$ cat src/rtl/seg7_scan_driver.sv
// Four-digit common-anode 7-segment scanner with anti-ghosting blank gap and lap/freeze latch.
// Optional leading-zero blanking on digits 3/2 is enabled by defining LZ_BLANK_EN.
module seg7_scan_driver #(
    parameter int IN_CLK_HZ = 50_000_000,
    parameter int SCAN_HZ   = 1000,
    parameter int BLANK_CYC = 2
) (
    input  logic       clk,
    input  logic       key_reset_cleared,
    input  logic [3:0] hex_0,
    input  logic [3:0] hex_1,
    input  logic [3:0] hex_2,
    input  logic [3:0] hex_3,
    input  logic       lap_pulse,
    output logic [6:0] seg_n,
    output logic       dp_n,
    output logic [3:0] dig_n,
    output logic       frozen
);
    localparam int SCAN_DIV = IN_CLK_HZ / SCAN_HZ;
    localparam int CW       = (SCAN_DIV > 2) ? $clog2(SCAN_DIV) : 1;

    logic [CW-1:0]   cnt;
    logic [1:0]      index;
    logic [3:0][3:0] latch;
    logic            tick;
    logic            blank;
    logic            seg_upd;
    logic [3:0]      cur_digit;
    logic            lz;

    function automatic logic [6:0] decode(input logic [3:0] d);
        case (d)
            4'd0:    decode = 7'h40;
            4'd1:    decode = 7'h79;
            4'd2:    decode = 7'h24;
            4'd3:    decode = 7'h30;
            4'd4:    decode = 7'h19;
            4'd5:    decode = 7'h12;
            4'd6:    decode = 7'h02;
            4'd7:    decode = 7'h78;
            4'd8:    decode = 7'h00;
            4'd9:    decode = 7'h10;
            default: decode = 7'h3F;
        endcase
    endfunction

    assign tick      = (cnt == CW'(SCAN_DIV - 1));
    assign blank     = (int'(cnt) < BLANK_CYC);
    // Segment data refreshes only in the gap so a visible digit never changes glyph.
    assign seg_upd   = blank || (cnt == '0);
    assign cur_digit = latch[index];

`ifdef LZ_BLANK_EN
    assign lz = ((index == 2'd3) && (latch[3] == 4'd0)) ||
                ((index == 2'd2) && (latch[3] == 4'd0) && (latch[2] == 4'd0));
`else
    assign lz = 1'b0;
`endif

    always_ff @(posedge clk or posedge key_reset_cleared) begin
        if (key_reset_cleared) begin
            cnt    <= '0;
            index  <= 2'd0;
            latch  <= '0;
            frozen <= 1'b0;
            seg_n  <= 7'h7F;
            dp_n   <= 1'b1;
            dig_n  <= 4'hF;
        end else begin
            cnt   <= tick ? '0 : cnt + 1'b1;
            index <= index + {1'b0, tick};

            // Capture happens on the entering edge because the old frozen value gates it.
            if (!frozen)
                latch <= {hex_3, hex_2, hex_1, hex_0};
            frozen <= frozen ^ lap_pulse;

            dig_n <= blank ? 4'hF : ~(4'b0001 << index);
            if (seg_upd) begin
                seg_n <= lz ? 7'h7F : decode(cur_digit);
                dp_n  <= (index != 2'd2);
            end
        end
    end
endmodule

$ cat config.mk
export PLATFORM = sky130hd
export DESIGN_NAME = seg7_scan_driver
export DESIGN_NICKNAME = d
export VERILOG_FILES = /design/src/rtl/seg7_scan_driver.sv
export SDC_FILE = /design/constraint.sdc
export NUM_CORES = 1
export LEC_CHECK = 0
export ABC_AREA = 0
export CORE_MARGIN = 5
export CORE_UTILIZATION = 35
export DETAILED_ROUTE_END_ITERATION = 16
export SKIP_CTS_REPAIR_TIMING = 1
export SLEW_MARGIN = 20
export SYNTH_ARGS = -nofsm -noshare
export SYNTH_HDL_FRONTEND = slang
export SYNTH_SLANG_ARGS = --single-unit
$ cat constraint.sdc
create_clock -name clk -period 5.9 [get_ports clk]
set_input_delay 0.59 -clock clk [delete_from_list [all_inputs] [get_ports clk]]
set_output_delay 0.59 -clock clk [all_outputs]
set_load 0.01 [all_outputs]
==> results.sh, run 1 <==
export IMPL_status="finished, final reports clean"
export IMPL_finClkSkew_ns=0.008122
export IMPL_path_class="reg2out"
export IMPL_fp_dieW_um=90.64
export IMPL_gp_congestion=0.8263
export IMPL_grt_max_degree=48
export IMPL_arrival_ns=1.78
export IMPL_path_max_fanout=18
export IMPL_clkLatencyLatePin_ns=0.30
export IMPL_p_int_w=0.0006120
export IMPL_combPwrFrac=0.280
export IMPL_min_period_ns=2.371
export IMPL_grt_overflow_total=0
export IMPL_drv_slew=0
export IMPL_ys_ff_latch=47
export IMPL_cap_viol_max_count=0
export IMPL_slowest_stage="dfrtp_1"
export IMPL_cts_tree="yes"
export IMPL_vdd_ir_drop_worst_mv=0.2330
export IMPL_antenna_found_initial=0
export IMPL_multi_input_area_mm2=0.001012
export IMPL_n_fill_cell=592
export IMPL_ys_seq_area_frac=0.5234
export IMPL_finalHoldViolations=0
export IMPL_power_density_mw_per_mm2=323.2
export IMPL_grt_pass1_wl_mm=6.824
export IMPL_boundaryPins=32
export IMPL_critPathBufInv=1
export IMPL_swShare=0.3084
export IMPL_vias=1382
export IMPL_cts_root_buf="clkbuf_8"
export IMPL_dpl_hpwl_mm=2.873
export IMPL_hold_ws_ns=0.4983
export IMPL_synth_cell_types=35
export IMPL_cp_data_required_time_ns=5.31
export IMPL_insertedDiodeCount=0
export IMPL_start_kind="flip-flop"
export IMPL_grt_pass1_vias=1411
export IMPL_path_cells="clkdlybuf4s50_1"
export IMPL_fmax_ghz=0.4217
export IMPL_hp_class="reg2reg"
export IMPL_hold_start="latch[4]$_DFFE_PP0N_"
export IMPL_slew_headroom=0.4626
export IMPL_rsz0062_at_grt="no"
export IMPL_dr_pass1_iters=4
export IMPL_drt_iter0_markers=40
export IMPL_routed_wl_mm=3.964
export IMPL_num_nets_final=238
export IMPL_finalCritPeriodShare=0.4019
export IMPL_drc_errors=0
export IMPL_r2r_start="index[0]$_DFF_PP0_"
export IMPL_finalSetupViolCount=0
export IMPL_htreeDepth=2
export IMPL_p_switching_w=0.0002729
export IMPL_ant_nets=0
export IMPL_netlist_area_mm2=0.002276
export IMPL_slowest_delay_ns=0.81
export IMPL_avgSynthCellArea_um2=12.79
export IMPL_io_buffers=31
export IMPL_path_clk_slew_ns=0.09
export IMPL_post_route_util=0.4311
export IMPL_start_util=0.3584
export IMPL_power_frac_seq=0.502
export IMPL_clkSinkCount=47
export IMPL_grt_use_total=0.1021
export IMPL_clk_path_buf_depth=2
export IMPL_ys_warnings_count=0
export IMPL_crit_family="flip-flops"
export IMPL_finalSetupTns_ns=0
export IMPL_numCtsBuffers=5
export IMPL_rows=29
export IMPL_cp_startpoint="frozen$_DFF_PP0_"
export IMPL_register_area_mm2=0.001191
export IMPL_syn2layout_area_growth_pct=20.29
export IMPL_die_area_mm2=0.008216
export IMPL_synthCells=178
export IMPL_synth_nets=205
export IMPL_core_region_area_mm2=0.006350
export IMPL_avgRoutedWirePerCell_um=13.72
export IMPL_drive_gt1_frac=0.1651
export IMPL_total_leakage_power_nw=1.155
export IMPL_worstMarginPinSlew_ns=0.8052
export IMPL_endpoint_kind="output pin"
export IMPL_p_clk_frac=0.219
export IMPL_die_height_um=90.64
export IMPL_viasPerCell=4.782
-- power groups by stage --
stage	sequential [W]	clock [W]	combinational (W)
2_1_floorplan	0.000424	0	0.000211
3_3_place_gp	0.000451	0	0.000249
3_5_place_dp	0.000453	0	0.000251
4_1_cts	0.000447	0.000201	0.000252
5_1_grt	0.000458	0.000214	0.000275
6_report	0.000444	0.000193	0.000247
-- routing by layer --
layer	vias up	share of wire	global-route usage
met5	-	0	0
met3	5	0.040	0.02167
li1	686	-	-
met1	667	0.49	0.1413
met2	24	0.46	0.1531
met4	0	0.0078	0.04467
-- state kept, by name (all words and copies together), names as in the netlist --
name,count
cnt,16
seg_n,7
frozen,1
dp_n,1
latch,16
index,2
dig_n,4
-- through the flow --
step | cell area [um2] | instances | total power (W) | setup WS (ns)
after detailed placement | 2648 | 281 | 0.0007037 | 3.795
after floorplan | 2276 | 178 | 0.0006350 | 4.047
after global routing | 2738 | 289 | 0.0009471 | 3.395
after global placement | 2648 | 281 | 0.0006992 | 3.824
final | 2738 | 289 | 0.0008849 | 3.529
after CTS | 2736 | 289 | 0.0008999 | 3.493
-- path summary, 6_finish.rpt --
path                                        end  slack (ns)  depth (start not counted)
setup / recovery                         frozen        3.53                          1
hold / removal             latch[4]$_DFFE_PP0N_        0.50                          1
setup reg to reg           seg_n[5]$_DFFE_PP1P_        3.81                          6
hold reg to reg            latch[4]$_DFFE_PP0N_        0.50                          1
max in group asynchronous      cnt[5]$_DFF_PP0_        4.69                          2
min in group asynchronous  latch[8]$_DFFE_PP0N_        0.74                          2
-- placed cells by master, fill, tap and decap left out, drive strengths merged, types with 2 or more instances in the layout --
| cell | count |
|---|---|
| a21oi | 3 |
| and4 | 2 |
| clkbuf | 5 |
| clkdlybuf4s50 | 31 |
| clkinv | 2 |
| clkinvlp | 2 |
| dfrtp | 35 |
| dfstp | 12 |
| ha | 8 |
| inv | 9 |
| mux2 | 24 |
| mux2i | 4 |
| mux4 | 4 |
| nand2 | 8 |
| nand2b | 3 |
| nand3 | 5 |
| nand4 | 5 |
| nor2 | 10 |
| nor2b | 4 |
| nor3 | 4 |
| nor4 | 4 |
| o21ai | 3 |
| o31ai | 4 |
| or4 | 2 |
| xnor2 | 5 |
| xor2 | 9 |
-- layout make-up --
class | instances | share of cell area
Clock inverter | 3 | 0.007313
Multi-Input combinational cell | 116 | 0.3697
Clock buffer | 5 | 0.02514
Tap cell | 77 | 0.03519
Timing Repair Buffer | 31 | 0.1133
Sequential cell | 47 | 0.4351
Inverter | 10 | 0.01417
-- cells by family (layout without fill, tap and decap cells) --
family                     Yosys count  after routing  synth area share
and+or+nand+nor                     52             52            0.1297
DFF                                 47             47            0.5234
muxes                               32             32            0.1809
buffers and inverters               15             49           0.03189
xor gates and xnor gates            14             14           0.05388
AOI/OAI and AO/OA                   10             10           0.03629
adders and majority gates            8              8           0.04398
-- Yosys cell counts (all sizes together) --
library cell	number	share of area
nor3	4	0.0088
inv	10	0.016
o31ai	4	0.013
a21oi	3	0.012
mux2	24	0.12
nor2b	4	0.011
buf	3	0.012
dfstp	12	0.14
ha	8	0.044
o21ai	3	0.012
or4	2	0.0066
or3	1	0.0028
nor4	4	0.018
nor2	10	0.016
and3	1	0.0028
nand4	5	0.014
nand2b	3	0.0082
nand2	8	0.013
or2	1	0.0028
xor2	9	0.035
or3b	1	0.0038
nand3b	1	0.0033
nand3	5	0.011
xnor2	5	0.019
mux2i	4	0.018
clkbuf	2	0.0033
mux4	4	0.040
dfrtp	35	0.38
and4	2	0.0077
Note: power is estimated with default switching activity, not from simulation.
==> run 2, diff against run 1 <==
Clock period 5.9 ns to 2.23 ns, I/O delays scaled along.
==> results.sh, run 2 (synthesis gave the netlist of run 1 again) <==
export IMPL_fmax_ghz=0.5152
export IMPL_grt_pass1_wl_mm=7.251
export IMPL_path_class="reg2reg"
export IMPL_io_buffers=31
export IMPL_htreeDepth=2
export IMPL_rsz0062_at_grt="no"
export IMPL_cts_tree="yes"
export IMPL_grt_pass1_vias=1443
export IMPL_swShare=0.2824
export IMPL_path_max_fanout=6
export IMPL_core_region_area_mm2=0.006350
export IMPL_hp_class="in2async"
export IMPL_final_instance_count_excl_fill=294
export IMPL_placed_cells_incl_taps=286
export IMPL_avgRoutedWirePerCell_um=13.88
export IMPL_dpl_hpwl_mm=3.126
export IMPL_drv_slew=0
export IMPL_start_kind="flip-flop"
export IMPL_die_height_um=90.64
export IMPL_vias=1433
export IMPL_slew_headroom=0.6683
export IMPL_vdd_ir_drop_worst_mv=0.5222
export IMPL_status="finished, final reports clean"
export IMPL_dr_pass1_iters=3
export IMPL_grt_max_degree=25
export IMPL_drive_gt1_frac=0.1843
export IMPL_path_clk_slew_ns=0.09
export IMPL_finalCritPeriodShare=0.8704
export IMPL_drc_errors=0
export IMPL_p_int_w=0.001863
export IMPL_insertedDiodeCount=0
export IMPL_final_common_cell="dfrtp_1"
export IMPL_cts_root_buf="clkbuf_8"
export IMPL_grt_use_total=0.1079
export IMPL_syn2layout_area_growth_pct=23.97
export IMPL_power_density_mw_per_mm2=919.9
export IMPL_combPwrFrac=0.279
export IMPL_slowest_delay_ns=0.48
export IMPL_grt_overflow_total=0
export IMPL_finalSetupViolCount=0
export IMPL_finClkSkew_ns=0.006925
export IMPL_num_nets_final=243
export IMPL_final_cell_mix="dfrtp_1, clkdlybuf4s50_1, mux2_1"
export IMPL_antenna_found_initial=0
export IMPL_gp_congestion=0.8288
export IMPL_clk_path_buf_depth=2
export IMPL_finalSetupTns_ns=0
export IMPL_rows=29
export IMPL_clkLatencyLatePin_ns=0.30
export IMPL_finalHoldViolations=0
export IMPL_die_area_mm2=0.008216
export IMPL_dpl_cell_area_mm2=0.002685
export IMPL_total_leakage_power_nw=1.205
export IMPL_cp_data_required_time_ns=2.46
export IMPL_worstMarginPinSlew_ns=0.4968
export IMPL_reg_top3="cnt (16), latch (16), seg_n (7)"
export IMPL_slowest_stage="dfrtp_1"
export IMPL_drt_iter0_markers=64
export IMPL_p_switching_w=0.0007329
export IMPL_routed_wl_mm=4.082
export IMPL_min_period_ns=1.941
export IMPL_ant_nets=0
export IMPL_endpoint_kind="flip-flop"
export IMPL_start_util=0.3584
export IMPL_cap_viol_max_count=0
export IMPL_numCtsBuffers=5
export IMPL_fp_dieW_um=90.64
export IMPL_boundaryPins=32
export IMPL_arrival_ns=2.17
export IMPL_p_clk_frac=0.286
export IMPL_power_frac_seq=0.434
export IMPL_clkSinkCount=47
export IMPL_viasPerCell=4.874
export IMPL_final_area_mm2=0.002821
export IMPL_path_cells="ha_1 -> nand3_1 -> or2_1 -> or4_1 -> a21oi_1"
[run 2: layout make-up]
| type | count | area (um2) |
|---|---|---|
| clock inverter | 3 | 67.56 |
| clock buffer | 5 | 68.82 |
| multi-input combinational | 116 | 1012 |
| fill | 574 | 3528 |
| sequential | 47 | 1191 |
| inverter | 10 | 37.54 |
| tap | 77 | 96.34 |
| timing repair buffer | 36 | 347.8 |
[run 2: power groups by stage]
stage	clock, W	sequential, W	combinational, W
6_report	0.000743	0.00113	0.000725
5_1_grt	0.000801	0.00115	0.000812
4_1_cts	0.000761	0.00113	0.000736
3_5_place_dp	0	0.00115	0.000732
3_3_place_gp	0	0.00115	0.000728
2_1_floorplan	0	0.00112	0.000557
[run 2: path summary, 6_finish.rpt]
check                                           start               endpoint  slack, ns  depth (start not counted)
worst max-delay path                 cnt[1]$_DFF_PP0_      cnt[14]$_DFF_PP0_       0.29                          5
worst min-delay path                key_reset_cleared   latch[7]$_DFFE_PP0N_       0.26                          2
min in group clk                            lap_pulse       frozen$_DFF_PP0_       0.49                          2
worst max register to register       cnt[1]$_DFF_PP0_      cnt[14]$_DFF_PP0_       0.29                          5
worst min register to register  latch[10]$_DFFE_PP0N_  latch[10]$_DFFE_PP0N_       0.50                          1
max in group asynchronous           key_reset_cleared   seg_n[5]$_DFFE_PP1P_       1.31                          3
[run 2: worst max-delay path: cells and delay by family, from the launching register on]
family	cells	cell delay, ns
adder cells (fa/ha/maj)	1	0.26
flip-flops	1	0.48
AO/OA/AOI/OAI	1	0.15
AND/OR/NAND/NOR	3	0.97
[run 2: metal layers]
metal | global-route usage | wire length, um
met3 | 0.02833 | 185
met4 | 0.04094 | 34
met5 | 0 | 0
met1 | 0.1539 | 2072
met2 | 0.1556 | 1790
[run 2: through the flow]
stage	hold slack, ns	utilization	worst slack, ns	power (W)
3_5_place_dp	0.4820	0.4229	0.2897	0.001880
3_3_place_gp	0.4716	0.4229	0.3316	0.001875
6_report	0.2583	0.4443	0.2889	0.002595
4_1_cts	0.2764	0.4443	0.2831	0.002628
5_1_grt	0.3027	0.4443	0.1564	0.002766
2_1_floorplan	0.3140	-	0.3770	0.001680
==> RTL change: new RTL, settings of run 2 <==
The output `dig_n` loses its register stage (`dig_n` becomes a continuous assignment).
--- a/src/rtl/seg7_scan_driver.sv
+++ b/src/rtl/seg7_scan_driver.sv
@@ -68,3 +68,2 @@
             dp_n   <= 1'b1;
-            dig_n  <= 4'hF;
         end else begin
@@ -78,3 +77,2 @@
 
-            dig_n <= blank ? 4'hF : ~(4'b0001 << index);
             if (seg_upd) begin
@@ -85,2 +83,4 @@
     end
+
+    assign dig_n = blank ? 4'hF : ~(4'b0001 << index);
 endmodule
Behaviour: not the same (Yosys sat finds a counterexample within 4 cycles, from zero or initial values and one cycle with key_reset_cleared high).
==> RTL change against run 2 <==
Routed wire length grew 1.6%; power decreased by 7.3%; largest cell class unchanged; sequential cell count decreased by 4; worst setup slack worse by 41 ps; critical path depth rose by 1; synthesized area fell by 4.6%; highest routed layer unchanged; design area shrank 2.5%; sequential power decreased by 8%.
==> RTL change: results (changes against run 2) <==
Pwr
  • Clock Power: 0.635 mW (-15%)
  • Leak pwr: 1.21 nW (about the same)
  • Comb pwr share: 0.302 (+0.023)
  • Max VDD drop: 0.545 mV (+4.3%)
  • Combinational group power: 0.727 mW (about the same)

Cells and area
  • Buffers, non-clock: 38 (+5.6%)
  • FILL cells: 547 (-4.7%)
  • # clk buffers: 6 (+1)
  • Clock-cell share of area: 0.0427 (-0.00559)
  • Fin nets: 241 (-0.82%)
  • Fin cells: 290 (-1.4%)

Detailed routing
  • Wl on met1: 2.05 mm (-1.1%)
  • Met2 wire len: 1.84 mm (+2.9%)
  • DR pass1 iterations: 4 (+1)
  • Via count: 1,413 (-1.4%)

Yosys
  • Register area share after synthesis: 0.500 (-0.0231)
  • Mux cell area share after synthesis: 0.190 (+0.00876)
  • Commonest cells post-synth: dfrtp_1, mux2_1, inv_1, nor2_1, xor2_1
  • Mapped Cells: 174 (-2.2%)

Worst setup path
  • Crit path DAT: 2210 ps (+40 ps)
  • Slowest-stage cell, CP: mux4_2

Global route
  • Grt met3 use: 0.0289 (+0.000531)
  • Met2 usage: 0.172 (+0.0165)
  • Total routing usage reported by global routing: 0.119 (+0.0108)
  • M1 GR Usage: 0.169 (+0.0148)

Place
  • Gpl congestion: 0.856 (+3.3%)
  • Placed insts: 281 (-1.7%)

Timing
  • Slew @ Worst Pin: 533 ps (+36.7 ps)
  • Clk_skew: 8.17 ps (+1.25 ps)

Run status
  • Status: completed
==> RTL change: cell types whose count changed after synthesis <==
cell and delta:
dfstp_2 -4
==> RTL change: final timing paths <==
check,startpoint,to,depth (start not counted)
worst max-delay path,index[0]$_DFF_PP0_,seg_n[4]$_DFFE_PP1P_,6
worst min-delay path,key_reset_cleared,cnt[13]$_DFF_PP0_,3
worst max register to register,index[0]$_DFF_PP0_,seg_n[4]$_DFFE_PP1P_,6
worst min register to register,latch[6]$_DFFE_PP0N_,latch[6]$_DFFE_PP0N_,1
max in group asynchronous,key_reset_cleared,cnt[8]$_DFF_PP0_,3
min in group clk,lap_pulse,frozen$_DFF_PP0_,2
==> RTL change: worst max-delay path, delay by kind of cell, from the launching register on <==
kind,cells,cell delay [ps]
adder cells (fa/ha/maj),1,150
flip-flops,1,480
multiplexers,3,990
buffers and inverters,1,140
AND/OR/NAND/NOR,1,170
